[src/rtl/wb_trace_recorder.sv]
// rtl/wb_trace_recorder.sv - dual-lane writeback trace capture with ordered record FIFO
module wb_trace_recorder #(
  parameter int          DEPTH  = 16,
  parameter logic [31:0] END_PC = 32'hbfc00100
) (
  input  logic        clock,
  input  logic        reset,
  input  logic        capture_en,
  input  logic        open_trace,
  input  logic        wb0_en,
  input  logic        wb1_en,
  input  logic [4:0]  wb0_rd,
  input  logic [4:0]  wb1_rd,
  input  logic [31:0] wb0_wdata,
  input  logic [31:0] wb1_wdata,
  input  logic [31:0] wb0_pc,
  input  logic [31:0] wb1_pc,
  output logic        trace_valid,
  input  logic        trace_ready,
  output logic        trace_flag,
  output logic [31:0] trace_pc,
  output logic [4:0]  trace_rd,
  output logic [31:0] trace_wdata,
  output logic        overflow,
  output logic [15:0] drop_count,
  output logic [31:0] rec_count,
  output logic        trace_done
);

  localparam int PTR_W = $clog2(DEPTH);
  localparam int CNT_W = PTR_W + 1;
  localparam int REC_W = 70;

  // Record layout: {flag, pc, rd, wdata}
  logic [REC_W-1:0] mem [DEPTH];

  logic [PTR_W-1:0] wr_ptr;
  logic [PTR_W-1:0] rd_ptr;
  logic [CNT_W-1:0] count;

  logic [REC_W-1:0] rec0;
  logic [REC_W-1:0] rec1;
  logic [REC_W-1:0] head;

  logic             cand0;
  logic             cand1;
  logic             end0;
  logic             end1;
  logic             want0;
  logic             want1;
  logic             push0;
  logic             push1;
  logic             drop0;
  logic             drop1;
  logic             pop;
  logic [1:0]       n_push;
  logic [1:0]       n_drop;
  logic [CNT_W-1:0] free_slots;
  logic [CNT_W-1:0] count_next;
  logic [PTR_W-1:0] wr_ptr_next;
  logic [PTR_W-1:0] lane1_slot;
  logic [16:0]      drop_sum;
  logic [15:0]      drop_next;

  assign rec0 = {open_trace, wb0_pc, wb0_rd, wb0_wdata};
  assign rec1 = {open_trace, wb1_pc, wb1_rd, wb1_wdata};

  // Candidate selection, END_PC cut and space allocation for this cycle
  always_comb begin
    cand0       = capture_en && !trace_done && wb0_en;
    cand1       = capture_en && !trace_done && wb1_en;
    end0        = cand0 && (wb0_pc == END_PC);
    end1        = cand1 && (wb1_pc == END_PC);
    // Hitting END_PC on the older lane also suppresses the younger lane
    want0       = cand0 && !end0;
    want1       = cand1 && !end0 && !end1;
    // Free space is taken from count before this cycle's pop on purpose:
    // a same-cycle drain never makes room for a same-cycle push.
    free_slots  = CNT_W'(DEPTH) - count;
    push0       = want0 && (free_slots != '0);
    push1       = want1 && (free_slots > CNT_W'(push0));
    drop0       = want0 && !push0;
    drop1       = want1 && !push1;
    n_push      = {1'b0, push0} + {1'b0, push1};
    n_drop      = {1'b0, drop0} + {1'b0, drop1};
    pop         = trace_valid && trace_ready;
    count_next  = count + CNT_W'(n_push) - CNT_W'(pop);
    wr_ptr_next = wr_ptr + PTR_W'(n_push);
    // A lone lane-1 push takes the slot lane 0 would have used
    lane1_slot  = push0 ? (wr_ptr + PTR_W'(1)) : wr_ptr;
    drop_sum    = {1'b0, drop_count} + 17'(n_drop);
    drop_next   = drop_sum[16] ? 16'hffff : drop_sum[15:0];
  end

  // Record storage; contents need no reset because count masks stale entries
  always_ff @(posedge clock) begin
    if (push0) begin
      mem[wr_ptr] <= rec0;
    end
    if (push1) begin
      mem[lane1_slot] <= rec1;
    end
  end

  // FIFO pointers and occupancy
  always_ff @(posedge clock) begin
    if (reset) begin
      wr_ptr <= '0;
      rd_ptr <= '0;
      count  <= '0;
    end else begin
      wr_ptr <= wr_ptr_next;
      rd_ptr <= rd_ptr + PTR_W'(pop);
      count  <= count_next;
    end
  end

  // Sticky status flags and statistics counters
  always_ff @(posedge clock) begin
    if (reset) begin
      overflow   <= 1'b0;
      drop_count <= '0;
      rec_count  <= '0;
      trace_done <= 1'b0;
    end else begin
      if (n_drop != 2'd0) begin
        overflow <= 1'b1;
      end
      if (end0 || end1) begin
        trace_done <= 1'b1;
      end
      drop_count <= drop_next;
      rec_count  <= rec_count + 32'(n_push);
    end
  end

  // Head presentation driven only from registered state; reads zero when empty
  always_comb begin
    trace_valid = (count != '0);
    head        = trace_valid ? mem[rd_ptr] : '0;
    trace_flag  = head[69];
    trace_pc    = head[68:37];
    trace_rd    = head[36:32];
    trace_wdata = head[31:0];
  end

endmodule

[config.mk]
export PLATFORM = sky130hd
export DESIGN_NAME = wb_trace_recorder
export DESIGN_NICKNAME = d
export VERILOG_FILES = /design/src/rtl/wb_trace_recorder.sv
export SDC_FILE = /design/constraint.sdc
export NUM_CORES = 2
export LEC_CHECK = 0
export BUFFER_PORTS_ARGS = -buffer_cell sky130_fd_sc_hd__buf_4
export CORE_UTILIZATION = 55
export CTS_CLUSTER_DIAMETER = 40
export CTS_CLUSTER_SIZE = 10
export DETAILED_ROUTE_END_ITERATION = 8
export GPL_TIMING_DRIVEN = 0
export PLACE_DENSITY = 0.72
export SYNTH_ARGS = -nofsm -noshare
export SYNTH_HDL_FRONTEND = slang
export SYNTH_SLANG_ARGS = --single-unit
[constraint.sdc]
create_clock -name clock -period 13.9 [get_ports clock]
set_input_delay 0.695 -clock clock [delete_from_list [all_inputs] [get_ports clock]]
set_output_delay 0.695 -clock clock [all_outputs]
set_load 0.005 [all_outputs]
==> impl_metrics.json <==
{
  "grt.overflow.total": 0,
  "fp.dieH_um": 331,
  "max-vdd-ir-drop_mv": 0.113,
  "finClkSkew_ps": 23.2,
  "yosysWarnings": 0,
  "tightest_slew_ps": 1570,
  "worstSkewPairLatency_ps": 790,
  "drt_wl_total_um": 186000,
  "synth_edf_count": 1120,
  "finalHoldViolCount": 0,
  "r2r_start": "count[2]$_SDFF_PP0_",
  "first_iter_violations": 4505,
  "max_freq_mhz": 138,
  "gr-usage-all-layers_pct": 34.1,
  "htreeDepth": 4,
  "ys_seq_elements": 1183,
  "cts_hold_buffers": 0,
  "gp_congestion": 0.837,
  "avgSynthCellArea_sq_um": 17.4,
  "clock_path_buffers": 3,
  "die_width_um": 331,
  "drc": 0,
  "portBuffers": 264,
  "synth_fp_nets": 3598,
  "synthFlopType": "edfxtp_1",
  "grt_pass1_wl_um": 265000,
  "grt_max_degree": 21,
  "cts_buffers": 167,
  "min_path_type": "in -> reg",
  "hpwl_um": 118000,
  "power_leakage_nw": 23.3,
  "place_area_sq_um": 65200,
  "rsz0062_at_grt": "false",
  "cts_resized": 0,
  "crit_path_start": "wb0_pc[0]",
  "clock-root-buffer": "clkbuf_16",
  "viasPerCell": 6.68,
  "r2r_end": "rec_count[26]$_SDFF_PP0_",
  "synth_cells": 3424,
  "numClockSinks": 1183,
  "slew_headroom_pct": -4.92,
  "layout_common_cells": "edfxtp_1, mux2_1, mux4_2",
  "critPathLaunchType": "primary input",
  "dieArea_sq_um": 110000,
  "drive_above_1_share_pct": 33.3,
  "violations": "max-capacitance violations, max-slew violations",
  "cts_tree": "built",
  "report.final.slew_viol_count": 24,
  "core-area_sq_um": 107000,
  "setup_viol": 0,
  "cts_setup_buffers": 0,
  "synth_cell_types": 54,
  "period_share_pct": 52.0,
  "drv_cap": 3,
  "vias": 36500,
  "required_ps": 14520,
  "pin_count": 266,
  "final_common_cell": "edfxtp_1",
  "wl_per_cell_um": 34.1,
  "cp_max_fo": 10,
  "postSynth.asyncResetShare_pct": 0,
  "synthToLayoutAreaGrowth_pct": 18.3,
  "fin_crit_ps": 7230,
  "fill_cells": 7397,
  "netlist_area_sq_um": 59700,
  "layout.nets": 4098,
  "whs_ps": 226,
  "r2r_cells": 23,
  "cp-end-kind": "flop",
  "ant_nets": 0,
  "initial_core_util_pct": 55.6,
  "yosysSeqAreaShare_pct": 58.4,
  "p_per_area_nw_per_um2": 155,
  "first_pass_iters": 5,
  "r2r_slack_ps": 7000,
  "clkTransAtPathRegs_ps": 60,
  "worst-endpoint-arrival_ps": 7860,
  "setup.worst_path.end": "rec_count[26]$_SDFF_PP0_",
  "antenna_found_initial": 17,
  "status": "finished with violations",
  "grt_pass1_vias": 37000,
  "fin_area_sq_um": 70700,
  "rows": 120,
  "worstSetupPathType": "in -> reg"
}
==> flip-flops by register name (all words and copies together) (netlist names) <==
| register | cells |
|---|---|
| trace_done | 1 |
| wr_ptr | 4 |
| rd_ptr | 4 |
| mem | 1120 |
| count | 5 |
| rec_count | 32 |
| drop_count | 16 |
| overflow | 1 |
==> how the worst min path moves through the flow <==
stage / cells after the start / slack (ps) / from / to
global route: 3 / 230 / capture_en / trace_done$_SDFFE_PP0P_
floorplan: 2 / 440 / overflow$_SDFFE_PP0P_ / overflow$_SDFFE_PP0P_
global placement: 2 / 450 / overflow$_SDFFE_PP0P_ / overflow$_SDFFE_PP0P_
detailed placement: 2 / 450 / overflow$_SDFFE_PP0P_ / overflow$_SDFFE_PP0P_
finish: 1 / 230 / open_trace / mem[9][69]$_DFFE_PP_
CTS: 1 / 200 / open_trace / mem[9][69]$_DFFE_PP_
==> per-stage QoR <==
step	setup slack [ps]	instances	util, %	TNS, ps	power (mW)
6_report	6670	5464	65.8	0	11.0
5_1_grt	6350	5454	65.8	0	11.3
4_1_cts	6940	5451	65.7	0	11.0
3_5_place_dp	6170	5157	60.7	0	6.87
3_3_place_gp	-2040	5091	59.1	-914670	6.86
2_1_floorplan	6700	3424	-	0	5.77
==> layout make-up <==
class                           count  area (sq um)  area share, %
Tap cell                         1403          1760           2.48
Sequential cell                  1183         34900           49.4
Inverter                           27           101          0.143
Timing Repair Buffer              331          3500           4.95
Buffer                            350          1540           2.17
Antenna cell                       12          30.0         0.0425
Clock buffer                      209          4460           6.32
Clock inverter                     85           915           1.29
Multi-Input combinational cell   1864         23500           33.2
==> cell families (layout without fill, tap and decap cells) <==
kind of cell / count (synthesis) / after routing / synth area share (%)
AO/OA/AOI/OAI: 80 / 80 / 1.03
XOR/XNOR: 43 / 43 / 0.631
adder cells (fa/ha/maj): 29 / 29 / 0.658
buffers and inverters: 377 / 1002 / 2.74
flip-flops: 1183 / 1183 / 58.4
multiplexers: 1458 / 1458 / 34.1
other: 0 / 12 / 0
AND/OR/NAND/NOR: 254 / 254 / 2.41
==> power breakdown <==
part,switching [mW],internal [mW]
logic,1.42,1.24
clock network,1.59,2.56
registers,0.0502,4.12
total,3.06,7.92
==> worst max-delay path: stages <==
cell	delay (ps)
buf_4	150
nor4_1	930
nand4_1	580
o211ai_2	490
inv_2	190
ha_1	310
o211ai_1	170
a21oi_1	110
nor4b_4	670
buf_2	520
ha_1	320
ha_1	210
inv_1	60
fa_1	390
nor2b_1	320
nand4_1	350
nor4b_1	910
nand3_1	200
xor2_1	200
nor2_1	70
==> synth_stat cells, types with 2 or more instances <==
library cell	number	area share [%]
buf_4	29	0.36
mux2i_1	2	0.034
o22ai_2	2	0.042
buf_2	89	0.75
nor3_1	7	0.059
ha_1	25	0.52
fa_1	4	0.13
edfxtp_1	1120	56
mux4_2	350	13
o311a_1	5	0.084
nand2b_1	3	0.031
xnor2_1	14	0.21
nand2_1	28	0.18
buf_1	23	0.14
a211o_1	2	0.029
and3_1	4	0.042
mux2_2	270	5.1
nor2_1	51	0.32
nor2b_1	12	0.13
xor2_1	29	0.43
a21o_1	2	0.025
nand4b_1	2	0.029
nor4b_2	2	0.050
nand4_1	12	0.13
o21ai_0	15	0.13
o311ai_2	11	0.30
dfxtp_1	63	2.1
or3_1	6	0.063
o21bai_1	5	0.063
clkbuf_1	209	1.3
inv_1	26	0.16
and2_1	73	0.76
nand3_1	24	0.20
mux2_1	836	16
nor4b_1	3	0.044
and4_1	5	0.073
a21oi_1	29	0.24
nor4_1	14	0.15
a31oi_1	2	0.021
nor3b_1	2	0.025
==> metal layers <==
layer / vias to the layer above / routed length, um / track usage, %
met5: - / 81 / 0
met4: 14 / 8480 / 14.7
met3: 533 / 21400 / 9.30
met2: 2388 / 86500 / 52.8
met1: 18700 / 69900 / 45.3
li1: 14900 / - / -
No activity file was read; power rests on OpenSTA's default activity.
